<file path="config.mk">
export PLATFORM = sky130hd
export DESIGN_NAME = sa_controller
export DESIGN_NICKNAME = d
export VERILOG_FILES = /design/src/rtl/sa_controller.sv
export SDC_FILE = /design/constraint.sdc
export NUM_CORES = 1
export LEC_CHECK = 0
export CORE_MARGIN = 5
export CORE_UTILIZATION = 45
export CTS_CLUSTER_DIAMETER = 50
export DETAILED_ROUTE_END_ITERATION = 8
export PLACE_DENSITY = 0.78
export SETUP_SLACK_MARGIN = 0.4
export SKIP_CTS_REPAIR_TIMING = 1
export SLEW_MARGIN = 5
export SYNTH_ARGS = -nofsm -noshare
export SYNTH_HDL_FRONTEND = slang
export SYNTH_SLANG_ARGS = --single-unit
</file>
<file path="constraint.sdc">
create_clock -name clk -period 4.52 [get_ports clk]
set_input_delay 0.452 -clock clk [delete_from_list [all_inputs] [get_ports clk]]
set_output_delay 0.452 -clock clk [all_outputs]
set_load 0.01 [all_outputs]
</file>
<file path="src/rtl/sa_controller.sv">
// Job sequencer for the systolic-array compute top: walks weight load, activation load,
// weight preload, compute and result unload, driving the buffer enables from registered state.
module sa_controller #(
  parameter int ARRAYWIDTH = 8,
  parameter int MAX_ROWS   = 64,
  parameter int ROW_W      = 7,
  parameter int SA_LATENCY = 16
) (
  input  logic             clk,
  input  logic             rst,
  input  logic             start,
  input  logic [ROW_W-1:0] num_rows,
  input  logic             skip_weights,
  input  logic             abort,
  output logic             input_buffer_load_en,
  output logic             input_buffer_out_en,
  output logic             weight_buffer_load_en,
  output logic             weight_buffer_out_en,
  output logic             output_buffer_load_en,
  output logic             output_buffer_out_en,
  output logic             write_weight_en,
  output logic             busy,
  output logic             done,
  output logic             err,
  output logic [2:0]       state_dbg
);

  typedef enum logic [2:0] {IDLE, LOAD_W, LOAD_A, PRELOAD, COMPUTE, UNLOAD, DONE} state_t;

  localparam int CNT_W = $clog2(SA_LATENCY + MAX_ROWS + 1);
  localparam logic [CNT_W-1:0] AW_LAST = CNT_W'(ARRAYWIDTH - 1);
  localparam logic [CNT_W-1:0] LAT_C   = CNT_W'(SA_LATENCY);
  localparam logic [CNT_W-1:0] ONE     = CNT_W'(1);

  state_t           state, state_n;
  logic [CNT_W-1:0] cnt, cnt_n;
  logic [ROW_W-1:0] n_q, n_n;
  logic             skip_q, skip_n;
  logic             wv, wv_n;
  logic             err_n;

  logic [CNT_W-1:0] phase_last;
  logic [CNT_W-1:0] n_ext, nn_ext;
  logic             cmd_bad;

  logic il_n, io_n, wl_n, wo_n, ol_n, oo_n, ww_n, busy_n, done_n;

  assign state_dbg = state;
  assign n_ext     = CNT_W'(n_q);
  assign nn_ext    = CNT_W'(n_n);
  assign cmd_bad   = (num_rows == '0) || (num_rows > ROW_W'(MAX_ROWS)) ||
                     (skip_weights && !wv);

  always_ff @(posedge clk or negedge rst) begin
    if (!rst) begin
      state                 <= IDLE;
      cnt                   <= '0;
      n_q                   <= '0;
      skip_q                <= 1'b0;
      wv                    <= 1'b0;
      input_buffer_load_en  <= 1'b0;
      input_buffer_out_en   <= 1'b0;
      weight_buffer_load_en <= 1'b0;
      weight_buffer_out_en  <= 1'b0;
      output_buffer_load_en <= 1'b0;
      output_buffer_out_en  <= 1'b0;
      write_weight_en       <= 1'b0;
      busy                  <= 1'b0;
      done                  <= 1'b0;
      err                   <= 1'b0;
    end else begin
      state                 <= state_n;
      cnt                   <= cnt_n;
      n_q                   <= n_n;
      skip_q                <= skip_n;
      wv                    <= wv_n;
      input_buffer_load_en  <= il_n;
      input_buffer_out_en   <= io_n;
      weight_buffer_load_en <= wl_n;
      weight_buffer_out_en  <= wo_n;
      output_buffer_load_en <= ol_n;
      output_buffer_out_en  <= oo_n;
      write_weight_en       <= ww_n;
      busy                  <= busy_n;
      done                  <= done_n;
      err                   <= err_n;
    end
  end

  // Last counter value of the current phase; every phase counts 0..last.
  always_comb begin
    phase_last = '0;
    case (state)
      LOAD_W, PRELOAD: phase_last = AW_LAST;
      LOAD_A, UNLOAD:  phase_last = n_ext - ONE;
      COMPUTE:         phase_last = LAT_C + n_ext - ONE;
      default:         phase_last = '0;
    endcase
  end

  always_comb begin
    state_n = state;
    cnt_n   = cnt;
    n_n     = n_q;
    skip_n  = skip_q;
    wv_n    = wv;
    err_n   = 1'b0;
    if (abort) begin
      state_n = IDLE;
      cnt_n   = '0;
      if (state == PRELOAD) wv_n = 1'b0;
    end else begin
      if (state != IDLE && state != DONE) cnt_n = (cnt == phase_last) ? '0 : cnt + ONE;
      case (state)
        IDLE: begin
          cnt_n = '0;
          if (start) begin
            if (cmd_bad) begin
              err_n = 1'b1;
            end else begin
              n_n     = num_rows;
              skip_n  = skip_weights;
              state_n = skip_weights ? LOAD_A : LOAD_W;
            end
          end
        end
        LOAD_W:  if (cnt == phase_last) state_n = LOAD_A;
        LOAD_A:  if (cnt == phase_last) state_n = skip_q ? COMPUTE : PRELOAD;
        PRELOAD: if (cnt == phase_last) begin
          state_n = COMPUTE;
          wv_n    = 1'b1;
        end
        COMPUTE: if (cnt == phase_last) state_n = UNLOAD;
        UNLOAD:  if (cnt == phase_last) state_n = DONE;
        DONE: begin
          state_n = IDLE;
          cnt_n   = '0;
        end
        default: state_n = IDLE;
      endcase
    end
  end

  // Outputs are decoded from the next state/counter so the registered value lines up with the phase.
  always_comb begin
    il_n   = 1'b0;
    io_n   = 1'b0;
    wl_n   = 1'b0;
    wo_n   = 1'b0;
    ol_n   = 1'b0;
    oo_n   = 1'b0;
    ww_n   = 1'b0;
    done_n = 1'b0;
    busy_n = (state_n != IDLE);
    case (state_n)
      LOAD_W:  wl_n = 1'b1;
      LOAD_A:  il_n = 1'b1;
      PRELOAD: begin
        wo_n = 1'b1;
        ww_n = 1'b1;
      end
      COMPUTE: begin
        io_n = (cnt_n < nn_ext);
        ol_n = (cnt_n >= LAT_C) && (cnt_n < LAT_C + nn_ext);
      end
      UNLOAD:  oo_n = 1'b1;
      DONE:    done_n = 1'b1;
      default: ;
    endcase
  end

endmodule

</file>
==> impl_results.md <==
- Main combinational cell family by area after synthesis: simple AND/OR/NAND/NOR gates
- Clock Skews: 0.00657 ns
- RD Place Congestion: 0.880
- Compound-Gate Fraction of Synth Area: 17.6%
- Area grow syn2layout: 17.0%
- VDD IR max: 0.237 mV
- Effective utilization at floorplan: 46.9%
- DR pass1 iterations: 4
- Hold WC Path Type: primary input to async pin
- N_diodes: 0
- Worst Setup End Kind: register
- Fillers: 387
- Least-Margin Pin Slew: 0.630 ns
- Sequential cell area: 701 sq um
- Crit start category: primary input
- Slowest CP cell: or4_1
- Fin. Hold Viols: 0
- Port Buffers: 24
- Syn Std Cell Area: 2060 sq um
- Setup TNS: 0 ns
- Pwr/cell area: 572 nW/um^2
- Max Clk Rate: 254 MHz
- Yosys warning total: 0
- Headroom to the max-slew limit: 56.9%
- CTS sink cnt: 28
- Die Y: 77.6 microns
- Cells after Synth: 216
- Number of synthesized flops with an enable pin: 0
- Core Rows: 24
- Final setup fails: 0
- Tcrit/Tclk final: 87.1%
- Global Route Usage Sum: 16.3%
- Pins Over Slew Limit: 0
- Clk root buf: clkbuf_8
- Final Non-Filler Cells: 292
- Crit path max fanout: 8
- Outcome: finished clean
- Buf/Inv on CP: 2
- Part of the Yosys area used for sequential elements: 34.0%
- Clock Tree Buf Depth: 2
- Clock latency on the worst-skew pair: 0.27 ns
- Synth Register Bits: 28
- Initial antenna violation count: 0
- Kind of cell adding the most delay to the critical path: simple AND/OR/NAND/NOR gates
- Nets: 264
- Die area: 6030 sq um
- Pre-CTS WS: 0.378 ns
- Routed vias: 1699
- Post-synth top flop: dfrtp_1
- Async set or reset register ratio after synthesis: 100%
- Syn Area/Cell: 9.53 sq um
- Pin count of the biggest net entering global routing: 29
- Synth unique cells: 58
- Worst Setup Slack, final: 0.585 ns
- Post-synthesis mux area share: 4.50%
- DRC viols: 0
- CTS clock-pin slew for the worst setup and hold paths: 0.09 ns
- Multi-input logic area: 1250 sq um
- Post-Synth XOR/XNOR Area: 7.66%
- Synth Area in Adders: 6.08%
- Post-DRT Antenna Nets: 0
- 1st-iter DRT viols: 91
- Crit-path cells: clkdlybuf4s50_1 > or4_1 > nor3_1 > xnor2_1 > nand4_1 > mux2i_1 > inv_1 > ha_1 > xor2_1 > ha_1 > nand3b_1 > o21ai_0 > nor3_1 > o311a_1
- Core Area: 4380 sq um
- Simple-gate share of the synthesized area: 24.7%
- Max Cap Viol: 0
- First-pass GRT wire length: 8.11 mm
- Leakage power: 1.05 nW
- Number of global-route vias before repair: 1704
- Critical path data required time: 4.73 ns
- CTS Buf Count: 3
- Grt ovf: 0
- RSZ-0062 raised after global routing: false
- CTS tree: done
- Drt total wl: 4.70 mm
- Setup CP Type: primary input to register
- DIE WIDTH: 77.6 microns
- Layout cells sized above 1: 12.9%
- Hpwl dp: 3.70 mm
- Syn nets: 238
- Ports: 25
- Worst hold margin: 0.556 ns
- Crit path arrival time: 4.15 ns
- Drt via density: 5.82
- Crit path time final: 3.94 ns
- Wirelength per Cell: 16.1 microns
- Max incr delay on CP: 0.54 ns
- H-tree depth: 1
- Post-placement cell count: 289
[cell usage after synthesis (2+ instances only)]
library cell,instances,area share [%]
a2111oi_0,3,1.3
a211oi_1,2,0.73
a21oi_1,5,1.2
a31oi_1,4,1.2
and3_1,2,0.61
buf_2,4,0.97
clkbuf_1,3,0.55
dfrtp_1,28,34
ha_1,10,6.1
inv_1,18,3.3
mux2_2,2,1.1
mux2i_1,7,3.4
nand2_1,14,2.6
nand2b_1,5,1.5
nand3_1,7,1.7
nand3b_1,2,0.73
nor2_1,15,2.7
nor2b_1,4,1.2
nor3_1,6,1.5
nor3b_2,4,2.4
nor4_2,2,1.2
nor4_4,2,2.1
nor4b_1,2,0.85
o211a_1,2,0.97
o211ai_1,2,0.73
o211ai_2,2,1.2
o21a_1,2,0.73
o21ai_0,7,1.7
o21ai_1,2,0.49
o221ai_1,2,0.85
o31ai_1,2,0.73
or2_4,2,0.85
xnor2_1,10,4.3
xor2_1,8,3.4
[layout make-up]
type / count / area share [%]
clock buffer: 3 / 1.72
tap: 52 / 2.70
multi-input combinational: 161 / 52.0
timing repair buffer: 29 / 11.5
sequential: 28 / 29.1
inverter: 19 / 2.96
[layer usage]
metal  vias up  wire (microns)  part of all wire (%)  GRT usage (%)
met5         -               0                     0              0
met4         0              42                  0.89           4.98
met3         2             170                   3.6           1.62
met2        44            2340                    50           27.3
met1       824            2140                    46           22.2
li1        829               -                     -              -
[cell families after synthesis]
logic type               Yosys count
AND/OR/NAND/NOR                   78
AO/OA/AOI/OAI                     46
flip-flops                        28
buffers and inverters             27
XOR/XNOR                          18
adder cells (fa/ha/maj)           10
multiplexers                       9
[power by group]
part	switching (W)	internal (W)
logic	0.000464	0.000360
clock network	0.0000714	0.0000597
registers	0.000106	0.000316
total	0.000641	0.000735
[path summary, 6_finish.rpt]
check / start / cells past startpoint / end / slack [ns]
min in group clk: cnt[0]$_DFF_PN0_ / 1 / cnt[0]$_DFF_PN0_ / 0.62
worst max register to register: n_ext[0]$_DFF_PN0_ / 14 / input_buffer_out_en$_DFF_PN0_ / 0.77
worst max-delay path: num_rows[2] / 14 / output_buffer_load_en$_DFF_PN0_ / 0.58
worst min-delay path: rst / 2 / wv$_DFFE_PN0P_ / 0.56
worst min register to register: cnt[0]$_DFF_PN0_ / 1 / cnt[0]$_DFF_PN0_ / 0.62
max in group asynchronous: rst / 2 / state_dbg[2]$_DFF_PN0_ / 3.68
[cells in the final DEF (no fill, tap or decap), types with 3 or more instances in the layout]
cell type / Yosys / routed
buf_4: 1 / 5
ha_1: 10 / 10
nor2_1: 15 / 15
a21oi_1: 5 / 5
dfrtp_1: 28 / 28
o21ai_0: 7 / 7
inv_1: 18 / 18
nand2_1: 14 / 14
nand3_1: 7 / 7
nor2b_1: 4 / 4
clkbuf_8: 0 / 3
nand2b_1: 5 / 5
xnor2_1: 10 / 10
clkdlybuf4s50_1: 0 / 24
xor2_1: 8 / 8
nor3_1: 6 / 6
a31oi_1: 4 / 4
a2111oi_0: 3 / 3
nor3b_2: 4 / 4
mux2i_1: 7 / 7
[stage by stage]
stage,total power [W],util (%),instance area (sq um)
2_1_floorplan,0.00102,-,2060
4_1_cts,0.00137,54.8,2400
5_1_grt,0.00149,54.9,2410
6_report,0.00138,54.9,2410
3_5_place_dp,0.00124,53.9,2360
3_3_place_gp,0.00122,53.9,2360
No activity file was read; power rests on OpenSTA's default activity.
